<file path="src/rtl/scan_pkg.sv">
// Shared types and constants for the scan sequencer.
//   state_t : sequencer FSM states (IDLE, RUN)
//   SEL_W   : width of the select output
//   SEL_MIN : lowest select value, used as the start for up scans and the terminal for down scans
//   SEL_MAX : highest select value, used as the start for down scans and the terminal for up scans
package scan_pkg;

  typedef enum logic {IDLE, RUN} state_t;

  localparam int unsigned SEL_W = 3;
  localparam logic [SEL_W-1:0] SEL_MIN = 3'd0;
  localparam logic [SEL_W-1:0] SEL_MAX = 3'd7;

endpackage

</file>
<file path="src/rtl/dwell_counter.sv">
// Dwell counter: counts cycles spent on the current select value.
//   clk, rst : clock, asynchronous active-high reset
//   clr      : synchronous clear (priority over en)
//   en       : count enable
//   limit    : latched dwell value to compare against
//   eq       : high when the count equals limit (the last cycle of a dwell)
module dwell_counter #(
  parameter int DWELL_W = 4
) (
  input  logic               clk,
  input  logic               rst,
  input  logic               clr,
  input  logic               en,
  input  logic [DWELL_W-1:0] limit,
  output logic               eq
);

  logic [DWELL_W-1:0] count;

  always_ff @(posedge clk or posedge rst) begin
    if (rst) begin
      count <= '0;
    end else if (clr) begin
      count <= '0;
    end else if (en) begin
      count <= count + 1'b1;
    end
  end

  assign eq = (count == limit);

endmodule

</file>
<file path="src/rtl/scan_sequencer.sv">
// Scan sequencer: steps a 3-bit select through 0..7 (up) or 7..0 (down),
// holding each value dwell+1 cycles, in one-shot or continuous mode.
//   clk, rst : clock, asynchronous active-high reset
//   start    : begin a scan (sampled in IDLE, ignored in RUN)
//   stop     : abort a scan; also blocks a simultaneous start in IDLE
//   mode     : 0 one-shot, 1 continuous (latched at start)
//   dir      : 0 up, 1 down (latched at start)
//   dwell    : extra hold cycles per select value (latched at start)
//   sel      : registered select for the 3-to-8 decoder
//   active   : high while scanning
//   step     : pulse with each new sel value after the first
//   done     : pulse at the end of each pass
module scan_sequencer
  import scan_pkg::*;
#(
  parameter int DWELL_W = 4
) (
  input  logic               clk,
  input  logic               rst,
  input  logic               start,
  input  logic               stop,
  input  logic               mode,
  input  logic               dir,
  input  logic [DWELL_W-1:0] dwell,
  output logic [SEL_W-1:0]   sel,
  output logic               active,
  output logic               step,
  output logic               done
);

  state_t             state, state_n;
  logic [SEL_W-1:0]   sel_n;
  logic               active_n, step_n, done_n;
  logic               mode_l, mode_n;
  logic               dir_l, dir_n;
  logic [DWELL_W-1:0] dwell_l, dwell_n;
  logic               cnt_clr, cnt_en, cnt_eq;
  logic               at_term;

  dwell_counter #(.DWELL_W(DWELL_W)) u_cnt (
    .clk   (clk),
    .rst   (rst),
    .clr   (cnt_clr),
    .en    (cnt_en),
    .limit (dwell_l),
    .eq    (cnt_eq)
  );

  assign at_term = (sel == (dir_l ? SEL_MIN : SEL_MAX));

  always_ff @(posedge clk or posedge rst) begin
    if (rst) begin
      state   <= IDLE;
      sel     <= SEL_MIN;
      active  <= 1'b0;
      step    <= 1'b0;
      done    <= 1'b0;
      mode_l  <= 1'b0;
      dir_l   <= 1'b0;
      dwell_l <= '0;
    end else begin
      state   <= state_n;
      sel     <= sel_n;
      active  <= active_n;
      step    <= step_n;
      done    <= done_n;
      mode_l  <= mode_n;
      dir_l   <= dir_n;
      dwell_l <= dwell_n;
    end
  end

  always_comb begin
    state_n  = state;
    sel_n    = sel;
    active_n = active;
    step_n   = 1'b0;
    done_n   = 1'b0;
    mode_n   = mode_l;
    dir_n    = dir_l;
    dwell_n  = dwell_l;
    cnt_clr  = 1'b1;
    cnt_en   = 1'b0;
    case (state)
      IDLE: begin
        active_n = 1'b0;
        // The counter is held clear in IDLE, so a new scan starts from zero.
        if (start && !stop) begin
          mode_n   = mode;
          dir_n    = dir;
          dwell_n  = dwell;
          sel_n    = dir ? SEL_MAX : SEL_MIN;
          state_n  = RUN;
          active_n = 1'b1;
        end
      end
      RUN: begin
        cnt_en  = 1'b1;
        cnt_clr = stop | cnt_eq;
        // stop outranks the terminal event, so an aborted pass never reports done.
        if (stop) begin
          state_n  = IDLE;
          active_n = 1'b0;
        end else if (cnt_eq) begin
          if (at_term) begin
            done_n = 1'b1;
            if (mode_l) begin
              sel_n  = dir_l ? SEL_MAX : SEL_MIN;
              step_n = 1'b1;
            end else begin
              state_n  = IDLE;
              active_n = 1'b0;
            end
          end else begin
            sel_n  = dir_l ? sel - 1'b1 : sel + 1'b1;
            step_n = 1'b1;
          end
        end
      end
      default: begin
        state_n  = IDLE;
        active_n = 1'b0;
      end
    endcase
  end

endmodule

</file>
<file path="config.mk">
export PLATFORM = sky130hd
export DESIGN_NAME = scan_sequencer
export DESIGN_NICKNAME = d
export VERILOG_FILES = /design/src/rtl/scan_pkg.sv /design/src/rtl/dwell_counter.sv /design/src/rtl/scan_sequencer.sv
export SDC_FILE = /design/constraint.sdc
export NUM_CORES = 1
export LEC_CHECK = 0
export ABC_AREA = 1
export BUFFER_PORTS_ARGS = -buffer_cell sky130_fd_sc_hd__buf_2
export CORE_MARGIN = 10
export CORE_UTILIZATION = 53
export DETAILED_ROUTE_END_ITERATION = 12
export MAX_ROUTING_LAYER = met4
export PLACE_DENSITY = 0.76
export SYNTH_ARGS = -nofsm -noshare
export SYNTH_HDL_FRONTEND = slang
export SYNTH_SLANG_ARGS = --single-unit
</file>
<file path="constraint.sdc">
create_clock -name clk -period 2 [get_ports clk]
set_input_delay 0.2 -clock clk [delete_from_list [all_inputs] [get_ports clk]]
set_output_delay 0.2 -clock clk [all_outputs]
set_load 0.02 [all_outputs]
</file>
== After elaboration in Yosys (flattened, before gate mapping) ==
Cells that the tools add are included.

* Register bits: 17
* Bits of input ports: 10
* Output and inout bits: 6
* Logic and storage cells: 61

* $add $sub $neg: 3
* Eq/ne operators: 9
* Multiplexer cells: 32
* Bitwise operators: 2
* Reductions and logical operators: 6

{| class="wikitable"
|+ Operator list
! operator !! number
|-
| $mux W3 || 9
|-
| $mux W1 || 18
|-
| $mux W4 || 2
|-
| $ne A3 B2 Y1 const B || 2
|-
| $ne A3 B3 Y1 const B || 2
|-
| $pmux W3 S2 || 1
|-
| $add A4 B1 Y4 const B || 1
|-
| $eq A4 B4 Y1 || 1
|-
| $ne A2 B2 Y1 const B || 2
|-
| $pmux W1 S2 || 2
|-
| $reduce_and A4 Y1 || 1
|-
| $add A3 B1 Y3 const B || 1
|-
| $eq A3 B3 Y1 || 1
|-
| $reduce_and A3 Y1 || 1
|-
| $sub A3 B1 Y3 const B || 1
|-
| $ne A2 B1 Y1 const B || 1
|-
| $reduce_and A2 Y1 || 1
|-
| $reduce_bool A2 Y1 || 1
|-
| $logic_and A1 B1 Y1 || 1
|-
| $logic_not A1 Y1 || 1
|-
| $not A1 Y1 || 1
|-
| $or A1 B1 Y1 || 1
|}

== Longest topological paths before layout ==
* Depth after elaboration: 6
* Mapped depth: 11
* Gate-level depth less buffers: 11

== By module ==
Synthesis repeated with hierarchy kept, for this count alone.

* Cell total of the unflattened synthesis: 126
* Area total of the unflattened synthesis: 969.7 sq um

{| class="wikitable"
|+ By module, submodules not included
! module !! instances !! cells an instance !! area each (sq um) !! seq. area each (sq um)
|-
| scan_sequencer || 1 || 91 || 716.9 || 325.3
|-
| dwell_counter || 1 || 35 || 252.7 || 100.1
|}

== Least setup slack after synthesis ==
Ideal clock, no wire load.

* Path kind: reg2reg
* Start: register sel[0]
* End: register sel[2]
* Library setup time: 117 ps
* Arrival time: 1455 ps
* Required time: 1883 ps
* Slack: 428 ps
* Stages on the path, launching flop included: 11
* Path buffers: 0
* Cells stage by stage: dfrtp_1 > inv_1 > fa_1 > nand3_1 > nand2_1 > nand2_1 > nand2_1 > nand2_1 > nand2_1 > nand2_1 > nand2_1

* Word-level cells in the longest chain between the ends: 6
* Elaborated cells between the ends (all ways): 10
* Those cells by class: add/sub (2); eq/ne (2); mux (5); reduce/logical (1)

{| class="wikitable"
|+ RTL lines
! element !! line !! source
|-
| from (decl) || scan_sequencer.sv:25 || <nowiki>output logic [SEL_W-1:0] sel,</nowiki>
|-
| from (signal assigned) || scan_sequencer.sv:63 || <nowiki>sel <= sel_n;</nowiki>
|-
| $add A3 B1 Y3 / $sub A3 B1 Y3 (equally long branches) || scan_sequencer.sv:115 || <nowiki>sel_n = dir_l ? sel - 1'b1 : sel + 1'b1;</nowiki>
|-
| $mux W3 || scan_sequencer.sv:115 ||
|-
| $mux W3 || scan_sequencer.sv:105 || <nowiki>if (at_term) begin</nowiki>
|-
| $mux W3 || scan_sequencer.sv:104 || <nowiki>end else if (cnt_eq) begin</nowiki>
|-
| $mux W3 || scan_sequencer.sv:101 || <nowiki>if (stop) begin</nowiki>
|-
| $pmux W3 S2 || scan_sequencer.sv:84 || <nowiki>case (state)</nowiki>
|}

Several ways; a longest one is shown, not always the timed one. The select of a mux whose other input is x is not followed.
A chain may end at the register's enable or synchronous reset.

== Worst setup path in the final report ==
Ends and elaborated chain as after synthesis.

==> results list <==
- Status: complete, no violations
- Sort of element at the start of the critical path: flip-flop
* Leading area contributor after synthesis: sky130_fd_sc_hd__dfrtp_1
* Max Freq: 643 MHz
- The synthesized design devotes to its leading area cell type 46.1% of total area.
- Sequential element share of the synthesized area: 46.1%
- The setup check on the worst reg-to-reg path leaves a slack of 0.44 ns.
* CP required: 2.19 ns
- Number of top-level design ports: 16
* Height of the die: 61.7 µm
* Clock insertion delay at the later pin of the skew report: 0.30 ns
- Met2 wire length: 804 µm
* Via count of the first global-routing pass: 687
- Endpoint class of the critical path: flip-flop
* RSZ-0062 raised after global routing: false
- The number of max-slew violations in the final report is 0.
* Remaining Overflow, GRT: 0
- Total number of nets in the final design: 135
* Top Metal Used: met4
- The routed design uses 68 µm of met3 wire.
- The total area inside the core boundary comes to 1690 µm².
* Path type of the worst min-delay path: input pin to flip-flop
- Maximum number of pins on one net before global-route repair: 18
* CTS tree: done
- Total Routing Usage GR: 11.2%
- Data arrival time at the worst-slack endpoint: 1.75 ns
- In this run, post-CTS repair resized a total of 0 instances.
- Chip width: 61.7 µm
* Via density per instance: 5.08
* Final cycle utilization of the critical path: 77.8%
* Row count: 15
- H-tree level count: 1
- Via count: 701
- In the synthesized netlist the async set-or-reset flop fraction comes to 100%.
- The critical path starts at sel[0]$_DFFE_PP0P_.
* Clock buffer depth: 2
- Worst Setup Path Type: flip-flop to flip-flop
- Clk sink count: 17
* Final weighted congestion in routability-driven placement: 0.880
- The most critical setup path has its endpoint at sel[2]$_DFFE_PP0P_.
- Post-Syn Nets: 115
- Most common cell in the netlist: sky130_fd_sc_hd__nand2_1
* Max-capacitance violation count: 0
* Cell area after synthesis: 923 µm²
- The floorplan step defined a die boundary enclosing 3810 µm².
- Drt drc: 0
- At the end of the flow the core is filled with cells to 62.1%.
- Final hold analysis gives a worst-case slack of 0.130 ns.
- Final critical-path setup slack: 0.444 ns
- Average instance area after synthesis: 9.05 µm²
* Wire length per cell: 12.4 µm
* Initial standard-cell utilization of the core: 54.7%
- The worst register-to-register path has a depth of 10.
* Post-detailed-routing wire length: 1710 µm
* Post-synthesis sequential element count: 17
- Post-layout minimum cycle time: 1.56 ns
- Clock-pin slew was measured on the worst setup and hold paths at 0.10 ns.
- Signed area change from the synthesized netlist to the final layout: 13.6%
- Total number of yosys warnings: 0
- Largest cells by area after synthesis: sky130_fd_sc_hd__dfrtp_1 (46%), sky130_fd_sc_hd__nand2_1 (11%), sky130_fd_sc_hd__inv_1 (4.9%)
- Of the cells placed in the final design, the portion with a size suffix greater than 1 is 29.8%.
- The synthesized design contains 0 enable-type register cells.
* Post-placement setup slack: 0.485 ns
- The number of antenna violations at the first check in global routing is 0.
- Total Neg Setup Slack: 0 ns
* Antenna Nets Post-Route: 0
- The final number of hold-violating endpoints is 0.
- Global-route wire length before repair: 3080 µm
- Antenna diode count: 0
- For this run, the leading register cell type out of synthesis is sky130_fd_sc_hd__dfrtp_1.
* Synth top cells by count: sky130_fd_sc_hd__nand2_1 (28), sky130_fd_sc_hd__dfrtp_1 (17), sky130_fd_sc_hd__inv_1 (12), sky130_fd_sc_hd__nor2_1 (8), sky130_fd_sc_hd__nand3_1 (7)
- Iteration-0 DRC count of the detailed router: 14
- In this run the critical register-to-register path is captured at sel[2]$_DFFE_PP0P_.
- In this run, distinct cell masters in the synthesized netlist total 22.
- Tightest Pin Transition: 0.615 ns
* Post-detail-place hpwl: 1320 µm
* Final-report setup violation count: 0
- Start of the worst register-to-register path: sel[0]$_DFFE_PP0P_
* Top fanout value on the critical path: 5
- Root Buffer: sky130_fd_sc_hd__clkbuf_4
- Worst vdd rail ir drop: 0.808 mV
- Port buffering added 15 buffers.
- PD cells: 1460 nW/µm²
* Setup skew after layout: 0.00378 ns
* Leakage power: 0.573 nW
- Headroom to the max-slew limit came out at 58.9%.
- Before antenna repair, the detailed router went through 4 iterations.
* Routed length on met1: 806 µm
* CTS Buf Count: 3
* Synthesized netlist cell count: 102
[power breakdown]
group / switching (mW) / total (mW) / internal [mW]
clock: 0.108 / 0.186 / 0.0778
combinational: 0.465 / 0.769 / 0.304
sequential: 0.117 / 0.579 / 0.463
[metrics by stage]
stage          cell area (µm²)  cells  total power, mW
2_1_floorplan              923    102             1.19
3_3_place_gp              1010    133             1.33
3_5_place_dp              1010    133             1.36
4_1_cts                   1050    138             1.54
5_1_grt                   1050    138             1.69
6_report                  1050    138             1.53
[state kept, by name, summed over array words and instances (netlist names)]
register	cells
dwell_l	4
u_cnt.count	4
sel	3
active	1
dir_l	1
done	1
mode_l	1
state	1
step	1
[logic make-up after synthesis]
logic type      synth area share (%)
buf+inv                         6.10
fa+ha+maj                       4.88
mux                             4.88
compound gates                  2.57
xor+xnor                        5.56
flops                           46.1
simple gates                    29.9
[critical path: stages (launching register included)]
cell                      delay (ns)
sky130_fd_sc_hd__dfrtp_1        0.42
sky130_fd_sc_hd__inv_1          0.12
sky130_fd_sc_hd__fa_1           0.47
sky130_fd_sc_hd__nand3_1        0.10
sky130_fd_sc_hd__nand2_1        0.05
sky130_fd_sc_hd__nand2_1        0.06
sky130_fd_sc_hd__nand2_1        0.04
sky130_fd_sc_hd__nand2_1        0.05
sky130_fd_sc_hd__nand2_1        0.04
sky130_fd_sc_hd__nand2_1        0.05
sky130_fd_sc_hd__nand2_1        0.05
[how the worst min path moves through the flow]
stage                     slack [ns]     start                     end  cells past startpoint
after floorplan                 0.13       rst      active$_DFFE_PP0P_                      1
after global placement          0.31       rst          step$_DFF_PP0_                      2
after detailed placement        0.31       rst          step$_DFF_PP0_                      2
after CTS                       0.13  dwell[2]  dwell_l[2]$_DFFE_PP0P_                      2
after global routing            0.12  dwell[2]  dwell_l[2]$_DFFE_PP0P_                      2
final                           0.13  dwell[2]  dwell_l[2]$_DFFE_PP0P_                      2
[layout by cell type, fill, tap and decap left out]
cell and n:
sky130_fd_sc_hd__fa_1 1, sky130_fd_sc_hd__xor2_1 1, sky130_fd_sc_hd__clkbuf_4 3, sky130_fd_sc_hd__ha_1 2, sky130_fd_sc_hd__clkbuf_1 1, sky130_fd_sc_hd__nand2_1 28, sky130_fd_sc_hd__nand4_1 1, sky130_fd_sc_hd__o21ai_0 1
sky130_fd_sc_hd__xnor2_1 3, sky130_fd_sc_hd__xnor2_2 1, sky130_fd_sc_hd__nand2_2 6, sky130_fd_sc_hd__a21oi_1 2, sky130_fd_sc_hd__o21ai_2 1, sky130_fd_sc_hd__nand3_1 7, sky130_fd_sc_hd__inv_1 12, sky130_fd_sc_hd__nor2_4 2
sky130_fd_sc_hd__mux2_2 4, sky130_fd_sc_hd__dlygate4sd3_1 1, sky130_fd_sc_hd__nor2_1 8, sky130_fd_sc_hd__buf_2 15, sky130_fd_sc_hd__dfrtp_1 17, sky130_fd_sc_hd__nand3_4 1, sky130_fd_sc_hd__nand3_2 1, sky130_fd_sc_hd__inv_2 1
sky130_fd_sc_hd__nand4_2 1
[timing repair]
action                    CTS  global route
setup buffers               0             0
hold buffers                1             0
hold endpoints to repair   17             0
[cell type report]
cell class	instances	area [µm²]
Inverter	13	48.8
Sequential cell	17	425
Fill cell	155	641
Timing Repair Buffer	16	85.1
Tap cell	17	21.3
Clock buffer	4	26.3
Multi-Input combinational cell	71	442
[per-layer routing]
metal / vias up / track usage, %
met4: 0 / 4.78
met2: 10 / 17.3
met5: - / -
met1: 332 / 13.4
met3: 6 / 3.25
li1: 353 / -
No activity file was read; power rests on OpenSTA's default activity.
